`src/rtl/traducaoendereco.sv`:
```
// Physical-to-logical address translation: recovers process index and block offset
// by repeated subtraction of the block size, one step per clock.
module traducaoendereco #(
  parameter logic [31:0] TAM_BLOCO = 32'd300,
  parameter int unsigned NUM_PROC  = 8,
  parameter int unsigned PROC_W    = 3
) (
  input  logic              clock,
  input  logic              reset,
  input  logic              start,
  input  logic [31:0]       endFisico,
  output logic              busy,
  output logic              done,
  output logic [PROC_W-1:0] processoId,
  output logic [31:0]       endLogico,
  output logic              foraFaixa
);

  typedef enum logic {IDLE, SUB} state_t;

  localparam logic [PROC_W-1:0] LAST_CNT = PROC_W'(NUM_PROC - 1);

  state_t              state_q, state_d;
  logic [31:0]         rem_q, rem_d;
  logic [PROC_W-1:0]   cnt_q, cnt_d;
  logic                busy_q, busy_d;
  logic                done_q, done_d;
  logic [PROC_W-1:0]   id_q, id_d;
  logic [31:0]         log_q, log_d;
  logic                fora_q, fora_d;

  always_ff @(posedge clock or posedge reset) begin
    if (reset) begin
      state_q <= IDLE;
      rem_q   <= '0;
      cnt_q   <= '0;
      busy_q  <= 1'b0;
      done_q  <= 1'b0;
      id_q    <= '0;
      log_q   <= '0;
      fora_q  <= 1'b0;
    end else begin
      state_q <= state_d;
      rem_q   <= rem_d;
      cnt_q   <= cnt_d;
      busy_q  <= busy_d;
      done_q  <= done_d;
      id_q    <= id_d;
      log_q   <= log_d;
      fora_q  <= fora_d;
    end
  end

  always_comb begin
    state_d = state_q;
    rem_d   = rem_q;
    cnt_d   = cnt_q;
    busy_d  = busy_q;
    done_d  = 1'b0;
    id_d    = id_q;
    log_d   = log_q;
    fora_d  = fora_q;
    case (state_q)
      IDLE: begin
        if (start) begin
          rem_d   = endFisico;
          cnt_d   = '0;
          busy_d  = 1'b1;
          state_d = SUB;
        end
      end
      SUB: begin
        // Remainder check wins over the range check so the last block still resolves.
        if (rem_q < TAM_BLOCO) begin
          id_d    = cnt_q;
          log_d   = rem_q;
          fora_d  = 1'b0;
          done_d  = 1'b1;
          busy_d  = 1'b0;
          state_d = IDLE;
        end else if (cnt_q == LAST_CNT) begin
          id_d    = '0;
          log_d   = '0;
          fora_d  = 1'b1;
          done_d  = 1'b1;
          busy_d  = 1'b0;
          state_d = IDLE;
        end else begin
          rem_d = rem_q - TAM_BLOCO;
          cnt_d = cnt_q + 1'b1;
        end
      end
      default: state_d = IDLE;
    endcase
  end

  assign busy       = busy_q;
  assign done       = done_q;
  assign processoId = id_q;
  assign endLogico  = log_q;
  assign foraFaixa  = fora_q;

endmodule

```
`config.mk`:
```
export PLATFORM = sky130hd
export DESIGN_NAME = traducaoendereco
export DESIGN_NICKNAME = d
export VERILOG_FILES = /design/src/rtl/traducaoendereco.sv
export SDC_FILE = /design/constraint.sdc
export NUM_CORES = 1
export LEC_CHECK = 0
export BUFFER_PORTS_ARGS = -buffer_cell sky130_fd_sc_hd__clkbuf_2
export CAP_MARGIN = 10
export CORE_ASPECT_RATIO = 0.7
export CORE_MARGIN = 2
export CORE_UTILIZATION = 49
export CTS_CLUSTER_DIAMETER = 80
export CTS_CLUSTER_SIZE = 12
export DETAILED_ROUTE_END_ITERATION = 10
export PLACE_DENSITY_LB_ADDON = 0.25
export SLEW_MARGIN = 20
export SYNTH_ARGS = -nofsm -noshare
export SYNTH_HDL_FRONTEND = slang
export SYNTH_SLANG_ARGS = --single-unit
```
`constraint.sdc`:
```
create_clock -name clock -period 2.2 [get_ports clock]
set_clock_uncertainty 0.2 [all_clocks]
set_input_delay 0.22 -clock clock [delete_from_list [all_inputs] [get_ports clock]]
set_output_delay 0.22 -clock clock [all_outputs]
set_load 0.02 [all_outputs]
```
==> out/metrics.csv, run 1 <==
metric,value,unit
total core area,6880,um^2
FF-to-FF Start,rem_q[3]$_DFFE_PP0P_,
Post-Route WL,12700,um
share of the synthesized area in the top cell type,52.0,%
worst-path cell chain,ha_2 -> o21a_4 -> o31a_4 -> o41ai_4 -> buf_6 -> buf_12 -> nor2_4 -> a311oi_1,
critical path's top delay family,compound AO/OA/AOI/OAI gates,
routed wl met3,1010,um
highest metal used,met4,
Max Clock Freq,410,MHz
most common cell in the netlist,dfrtp_1,
Yosys cell types,56,
vias in the first global route,3750,
Avg Inst Size Synth,10.7,um^2
failing checks,"negative hold slack, negative setup slack",
Synth top cells by count,"dfrtp_1 (74), nand2_1 (25), nor2_1 (25)",
Die ar.,7980,um^2
Pleak,2.58,nW
Worst R2R Path Depth,8,
Tcrit/Tclk final,111,%
DRC,0,
WL met1,5160,um
Post-synth EDFFs,0,
CTS tree,built,
drt wl/cell,20.8,um
HP Class,primary input to flop,
first-pass iteration count of the detailed router,5,
Worst Tran Pin Value,0.741,ns
maximum vdd ir drop,791,uV
Initial Utilization,51.8,%
n_diodes,0,
Setup crit start kind,flop,
row cnt,25,
Synth Net Count,372,
fin util,80.4,%
share of cells above drive strength 1,47.6,%
fill count,401,
routed vias,3800,
Yosys top cell by area,dfrtp_1,
TritonCTS Buffers,9,
Post-Syn Area,3560,um^2
RSZ-0062 raised after global routing,true,
Clock Tree Root,clkbuf_8,
final-report hold violation count,1,
dominant cells by area after synthesis,"dfrtp_1 (52%), and2_1 (4.2%), a22o_1 (3.2%)",
first-pass GRT wire length,19300,um
multi-input logic area,1940,um^2
Seq cells post-synth,74,
# H-tree levels,3,
status,finished with violations,
pwr dens,1290,nW/um^2
largest net degree at the start of global routing,35,
Synth Warn #,0,
"Slew Viols, Final",0,
CTS Buffer Depth,2,
GRT overflow,0,
Worst-path clk slew,0.08,ns
Port Buffers,72,
Clock Sink Count,74,
fraction of registers with async set/reset,100,%
I/O pins,73,
Syn Inst Count,334,
CP max stage cell,o41ai_4,
crit path DAT,2.51,ns
Placer Congestion,0.884,
"antenna viol nets, final",0,
chip height,75.4,um
WHS,-0.00830,ns
register-to-register setup slack,-0.24,ns
Avg Vias per Cell,6.20,
Reg2Reg Capture Point,rem_q[19]$_DFFE_PP0P_,
Slew HR,50.5,%
initial antenna violation count,0,
Hold Path End,rem_q[15]$_DFFE_PP0P_,
top_reg_cell synth,dfrtp_1,
final setup margin,-0.241,ns
worst path bufs/invs,2,
Total GRT Usage,32.3,%
CP startpoint,rem_q[3]$_DFFE_PP0P_,
metal2 WL,6290,um
Chip Width,106,um
crit end category,flop,
Layout area overhead,55.2,%
Tot Pwr,7.11,mW
initial detailed-routing violation count,316,
"Seq/Total Area, Yosys",52.0,%
clock latency on the worst-skew pair,0.37,ns
Setup CP Type,flop to flop,
slowest cell delay on critical path,0.42,ns
Post-DP HPWL,7050,um
Required @ worst endpoint,2.27,ns
register area,1850,um^2
final worst path period need,2.44,ns
max-cap viol count,0,
Post-layout nets,552,
Worst Hold Launch,endFisico[15],
cell depth of the worst hold path,3,
CP Max Fanout,7,
# setup viols final,71,
==> placed cells by master, fill, tap and decap left out, drive strengths merged, types with 2 or more instances in the layout <==
| master | n |
|---|---|
| a22o | 13 |
| a211oi | 2 |
| o221ai | 2 |
| dfrtp | 74 |
| ha | 3 |
| nor2 | 26 |
| a32oi | 3 |
| nand2 | 25 |
| and3 | 6 |
| clkinv | 3 |
| inv | 6 |
| mux2i | 2 |
| o22a | 8 |
| o21ai | 13 |
| o311a | 2 |
| nand3 | 12 |
| o211ai | 6 |
| buf | 91 |
| o22ai | 2 |
| nor3 | 10 |
| a221o | 5 |
| nor2b | 2 |
| a311oi | 7 |
| clkbuf | 82 |
| a41oi | 3 |
| or4 | 4 |
| a31oi | 7 |
| dlygate4sd3 | 20 |
| a22oi | 7 |
| o21a | 2 |
| bufinv | 2 |
| and2 | 25 |
| nor4 | 12 |
| clkinvlp | 2 |
| a21oi | 18 |
==> final cells by class <==
cell class              count  area share (%)
flip-flops and latches     74            33.5
multi-input cells         239            35.1
repair buffers            183            24.7
clock inverters             6            1.63
inverters                   7           0.679
clock buffers              10            2.31
well taps                  94            2.13
==> power by group <==
group	internal [mW]	switching, mW
combinational	1.83	2.02
clock	0.643	0.560
sequential	1.72	0.345
total	4.19	2.93
==> tightest hold or removal path, delay by kind of cell <==
family	cells	cell delay, ns
AOI/OAI and AO/OA	2	0.23
buffers and inverters	1	0.07
==> flip-flops by register name, indices dropped and copies added, names as in the netlist <==
register / cells
cnt_q: 3
state_q: 1
busy: 1
rem_q: 32
done: 1
processoId: 3
endLogico: 32
foraFaixa: 1
==> worst max-delay path by stage <==
stage,end,slack (ns),depth (start not counted)
finish,rem_q[19]$_DFFE_PP0P_,-0.24,8
global route,rem_q[16]$_DFFE_PP0P_,-0.28,8
CTS,rem_q[23]$_DFFE_PP0P_,-0.13,7
detailed placement,endLogico[1]$_DFFE_PP0P_,-0.22,6
global placement,processoId[1]$_DFFE_PP0P_,-0.10,6
floorplan,rem_q[17]$_DFFE_PP0P_,-0.08,8
==> routing by layer <==
metal  vias to the layer above  global-route usage [%]
li1                       1644                       -
met2                       218                    55.2
met3                        38                    7.61
met5                         -                       0
met4                         0                    12.3
met1                      1900                    41.1
==> timing repair <==
action | CTS | global route
buffers inserted | 17 | 4
pin swaps | 34 | 14
endpoints found under the setup margin | 66 | 72
gates resized for setup | 49 | 26
hold buffers | 20 | 0
hold endpoints to repair | 47 | 0
gates cloned | 7 | 1
==> cell families after synthesis <==
| family | count (synthesis) | share of synthesized area, % |
|---|---|---|
| and+or+nand+nor | 126 | 19.3 |
| AOI/OAI and AO/OA | 101 | 23.4 |
| DFF | 74 | 52.0 |
| buffers and inverters | 28 | 3.72 |
| adders and majority gates | 3 | 1.05 |
| muxes | 2 | 0.562 |
==> per-stage QoR <==
step	instances	instance area, um^2	worst slack [ns]	hold WS, ns	TNS (ns)
6_report	613	5530	-0.241	-0.00830	-11.18
5_1_grt	613	5530	-0.280	0.0119	-13.18
4_1_cts	608	5390	-0.125	0.00343	-4.38
3_3_place_gp	548	4550	-0.103	0.152	-3.44
3_5_place_dp	548	4550	-0.215	0.162	-8.40
2_1_floorplan	334	3630	-0.0845	0.125	-0.544
No activity file was read; power rests on OpenSTA's default activity.
==> run 2, diff against run 1 <==
--- a/config.mk
+++ b/config.mk
@@ -13,7 +13,9 @@
 export CTS_CLUSTER_DIAMETER = 80
 export CTS_CLUSTER_SIZE = 12
 export DETAILED_ROUTE_END_ITERATION = 10
+export GPL_TIMING_DRIVEN = 0
 export PLACE_DENSITY_LB_ADDON = 0.25
+export SETUP_SLACK_MARGIN = 0.3
 export SLEW_MARGIN = 20
 export SYNTH_ARGS = -nofsm -noshare
 export SYNTH_HDL_FRONTEND = slang
==> run 2 against run 1 <==
- the run still ends with negative hold slack, negative setup slack left
- routed wire length grew 13%
- maximum frequency shrank 8.1%
- cell area grew 2.3%
- via count grew 3.6%
==> out/metrics.csv, run 2 (synthesized netlist as in run 1, its figures left out) <==
metric,value,unit
status,finished with violations,
failing checks,"negative hold slack, negative setup slack",
initial antenna violation count,0,
maximum vdd ir drop,647,uV
Die ar.,7980,um^2
FF-to-FF Start,state_q$_DFF_PP0_,
# H-tree levels,3,
met2 Track Usage GR,50.7,%
"antenna viol nets, final",0,
max-cap viol count,0,
Placer Congestion,0.896,
Clock Sink Count,74,
placed standard-cell area,4200,um^2
Layout area overhead,58.8,%
Initial Utilization,51.8,%
clock latency on the worst-skew pair,0.37,ns
Worst Hold Launch,endFisico[30],
first-pass GRT wire length,19600,um
grt met3 use,8.38,%
TritonCTS Buffers,9,
busiest layer in global routing,met2,
total core area,6880,um^2
crit end category,flop,
# setup viols final,74,
final-report hold violation count,1,
worst path bufs/invs,4,
Post-DP HPWL,6820,um
critical path's top delay family,simple AND/OR/NAND/NOR gates,
GRT overflow,0,
Setup crit start kind,flop,
"most common cell after layout, fill and taps aside",clkbuf_2,
GRT met1 Usage,45.3,%
Worst-path clk slew,0.10,ns
Worst Tran Pin Value,0.743,ns
final setup margin,-0.456,ns
fill count,389,
CP startpoint,state_q$_DFF_PP0_,
WHS,-0.00473,ns
largest net degree at the start of global routing,33,
Hold Path End,rem_q[30]$_DFFE_PP0P_,
worst-path cell chain,buf_2 -> clkinv_2 -> nor2_2 -> o41ai_4 -> buf_4 -> buf_6 -> or4_1 -> nand3_1,
DRC,0,
slowest cell delay on critical path,0.48,ns
Tot Pwr,7.46,mW
CP Max Fanout,10,
most frequent cells in the layout,"clkbuf_2 (73), dfrtp_1 (69), buf_4 (32)",
row cnt,25,
final worst path period need,2.66,ns
first-pass iteration count of the detailed router,6,
CP max stage cell,or4_1,
register-to-register setup slack,-0.46,ns
Worst R2R Path Depth,8,
share of cells above drive strength 1,51.0,%
"Design Area, Final",5660,um^2
Required @ worst endpoint,2.31,ns
drt wl/cell,24.1,um
CTS tree,built,
routed vias,3938,
fin util,82.2,%
Slew HR,50.1,%
Avg Vias per Cell,6.59,
Post-Route WL,14400,um
pwr dens,1320,nW/um^2
Place WS,-0.649,ns
crit path DAT,2.77,ns
Setup CP Type,flop to flop,
Pleak,2.61,nW
cell depth of the worst hold path,3,
Crit path depth,8,
I/O pins,73,
chip height,75.4,um
Total GRT Usage,32.8,%
vias in the first global route,3638,
Port Buffers,72,
CTS Buffer Depth,2,
Clock Tree Root,clkbuf_8,
Chip Width,106,um
Max Clock Freq,377,MHz
HP Class,primary input to flop,
Post-layout nets,537,
Tcrit/Tclk final,121,%
initial detailed-routing violation count,640,
"Slew Viols, Final",0,
Reg2Reg Capture Point,rem_q[13]$_DFFE_PP0P_,
n_diodes,0,
RSZ-0062 raised after global routing,true,
run 2: changes by cell type in the layout (fill, tap and decap cells not counted), moves of 5 or more:
cell,before,now
clkbuf_1,1,6
buf_6,12,23
dfrtp_2,0,5
dfrtp_1,74,69
buf_4,73,32
and2_1,12,2
and2_4,12,23
buf_8,0,6
o21ai_4,7,1
run 2: power by group:
part	switching [mW]	total, mW	internal (mW)
Combinational	2.03	3.79	1.76
Clock	0.600	1.36	0.764
Sequential	0.586	2.31	1.72
run 2: worst max path at each step:
stage / endpoint / slack (ns)
global placement: rem_q[30]$_DFFE_PP0P_ / -0.67
global route: rem_q[13]$_DFFE_PP0P_ / -0.46
floorplan: rem_q[17]$_DFFE_PP0P_ / -0.08
finish: rem_q[13]$_DFFE_PP0P_ / -0.46
detailed placement: rem_q[30]$_DFFE_PP0P_ / -0.65
CTS: rem_q[9]$_DFFE_PP0P_ / -0.22
run 2: area by class of cell:
cell class / instances / area [um^2] / share of cell area, %
buffer: 21 / 169 / 2.99
clock buffer: 9 / 124 / 2.19
clock inverter: 7 / 124 / 2.19
inverter: 7 / 33.8 / 0.597
multi-input combinational: 232 / 1990 / 35.2
sequential: 74 / 1860 / 32.8
tap: 94 / 118 / 2.08
timing repair buffer: 154 / 1240 / 22.0
run 2: metrics by stage:
stage,std cells,TNS (ns)
2_1_floorplan,334,-0.850
3_3_place_gp,500,-23.54
3_5_place_dp,502,-24.93
4_1_cts,580,-10.14
5_1_grt,598,-21.50
6_report,598,-18.32
run 2: what timing repair did:
item	in CTS	in global routing
hold buffers	21	0
hold endpoints to repair	62	0
setup buffers	35	17
pin swaps	48	19
setup endpoints to repair	74	74
resized for setup	85	47
gates cloned	6	1
run 2: tightest hold or removal path: cells and delay by family:
| kind | cells | cell delay [ns] |
|---|---|---|
| compound gates | 2 | 0.24 |
| buf+inv | 1 | 0.07 |
run 2: metal layers:
layer	part of all wire [%]	vias up
met5	0	-
met4	4.7	0
met3	11	78
met2	44	378
met1	40	1878
li1	-	1604
==> run 3, diff against run 2 <==
--- a/config.mk
+++ b/config.mk
@@ -9,13 +9,15 @@
 export CAP_MARGIN = 10
 export CORE_ASPECT_RATIO = 0.7
 export CORE_MARGIN = 2
-export CORE_UTILIZATION = 49
+export CORE_UTILIZATION = 35
+export CTS_BUF_LIST = sky130_fd_sc_hd__clkbuf_4 sky130_fd_sc_hd__clkbuf_8
 export CTS_CLUSTER_DIAMETER = 80
 export CTS_CLUSTER_SIZE = 12
 export DETAILED_ROUTE_END_ITERATION = 10
 export GPL_TIMING_DRIVEN = 0
 export PLACE_DENSITY_LB_ADDON = 0.25
 export SETUP_SLACK_MARGIN = 0.3
+export SKIP_LAST_GASP = 1
 export SLEW_MARGIN = 20
 export SYNTH_ARGS = -nofsm -noshare
 export SYNTH_HDL_FRONTEND = slang
==> run 3 against run 2 <==
- worst setup slack better by 0.11 ns
- critical path depth is 1 higher
- register-to-register slack better by 0.11 ns
- maximum frequency is 4.5% higher
- hold slack better by 0.025 ns
- final cell count is 3.3% higher
- the run ends with negative setup slack left
- sequential cell count stayed put
- critical path type unchanged
- combinational power is 6.1% lower
- global-route usage is 11 points lower
==> out/metrics.csv, run 3 (synthesized netlist as in run 1, its figures left out) <==
metric,value,unit
HP Class,primary input to flop,
Place WS,-0.830,ns
Port Buffers,72,
Total GRT Usage,22.2,%
"antenna viol nets, final",0,
first-pass GRT wire length,18700,um
"most common cell after layout, fill and taps aside",clkbuf_2,
crit end category,flop,
Post-Route WL,12300,um
failing checks,negative setup slack,
# H-tree levels,3,
CP max stage cell,dfrtp_2,
Setup CP Type,flop to flop,
first-pass iteration count of the detailed router,5,
worst path bufs/invs,3,
CTS tree,built,
CTS Buffer Depth,2,
Worst R2R Path Depth,9,
Layout Cells excl Fill,618,
Tcrit/Tclk final,116,%
Initial Utilization,36.4,%
cell mode on critical path,buf_6,
Required @ worst endpoint,2.26,ns
Worst-path clk slew,0.08,ns
fill count,846,
pwr dens,1270,nW/um^2
# setup viols final,72,
Post-DP HPWL,7310,um
DRC,0,
final setup margin,-0.341,ns
Placer Congestion,0.894,
final-report hold violation count,0,
most frequent cells in the layout,"clkbuf_2 (75), dfrtp_1 (73), nand2_1 (22), dlygate4sd3_1 (22)",
chip height,88.4,um
TritonCTS Buffers,9,
Clock Tree Root,clkbuf_8,
maximum vdd ir drop,626,uV
"Slew Viols, Final",0,
Chip Width,125,um
Avg Vias per Cell,5.62,
placed standard-cell area,4250,um^2
status,finished with violations,
placed insts,536,
Slew HR,53.8,%
Post-layout nets,523,
WHS,0.0206,ns
Clock Sink Count,74,
Layout area overhead,56.5,%
clock latency on the worst-skew pair,0.37,ns
share of cells above drive strength 1,47.8,%
initial antenna violation count,0,
vias in the first global route,3380,
CP Max Fanout,6,
RSZ-0062 raised after global routing,true,
GRT overflow,0,
"Design Area, Final",5580,um^2
Die ar.,11000,um^2
worst-path cell chain,ha_4 -> o21a_4 -> o31a_1 -> buf_6 -> o41ai_4 -> buf_6 -> buf_8 -> a22oi_2 -> o22a_1,
initial detailed-routing violation count,245,
slowest cell delay on critical path,0.45,ns
routed vias,3474,
largest net degree at the start of global routing,33,
n_diodes,0,
row cnt,30,
cell depth of the worst hold path,3,
drt wl/cell,20.0,um
Worst Tran Pin Value,0.688,ns
final worst path period need,2.54,ns
total core area,9800,um^2
critical path's top delay family,compound AO/OA/AOI/OAI gates,
Pleak,2.54,nW
max-cap viol count,0,
Crit path depth,9,
Max Clock Freq,393,MHz
I/O pins,73,
crit path DAT,2.60,ns
Setup crit start kind,flop,
run 3: cell type report:
cell class,instances,area (um^2),area share (%)
multi-input combinational,233,1970,35.4
sequential,74,1850,33.2
timing repair buffer,139,1130,20.2
buffer,21,191,3.43
clock buffer,12,165,2.96
tap,128,160,2.87
clock inverter,4,72.6,1.30
inverter,7,35.0,0.628
run 3: timing repair:
action                                 in CTS  in global routing
setup buffers                              26                  9
cloned                                      6                  3
hold buffers                               22                  0
setup endpoints to repair                  74                 74
pin swaps                                  44                 18
endpoints found under the hold margin      68                  0
resized for setup                          71                 45
run 3: per-stage QoR:
stage	total power [mW]	utilization, %	TNS, ns
floorplan	3.77	-	-0.850
CTS	6.49	53.9	-15.61
global placement	4.34	42.9	-24.67
detailed placement	4.42	43.3	-31.01
global route	7.45	56.9	-23.36
finish	7.07	56.9	-17.62
run 3: layer usage:
layer  up-vias  track usage (%)  wire length, um
li1       1573                -                -
met1      1733             32.0             5950
met2       149             32.8             5420
met3        19             5.50              836
met4         0             7.76              140
met5         -                0                0
run 3: worst min-delay path: stages:
cell      delay (ns)
clkbuf_2        0.09
a22oi_1         0.09
o221ai_2        0.16
run 3: power breakdown:
part / switching, mW / internal, mW
logic: 1.81 / 1.75
registers: 0.518 / 1.72
clock network: 0.551 / 0.730
run 3: path summary, 6_finish.rpt:
check | from | to | slack (ns)
min in group asynchronous | reset | done$_DFF_PP0_ | 0.17
setup reg to reg | rem_q[2]$_DFFE_PP0P_ | rem_q[5]$_DFFE_PP0P_ | -0.34
hold reg to reg | rem_q[0]$_DFFE_PP0P_ | rem_q[0]$_DFFE_PP0P_ | 0.28
setup / recovery | rem_q[2]$_DFFE_PP0P_ | rem_q[5]$_DFFE_PP0P_ | -0.34
hold / removal | endFisico[30] | rem_q[30]$_DFFE_PP0P_ | 0.02
max in group asynchronous | reset | rem_q[2]$_DFFE_PP0P_ | 0.92
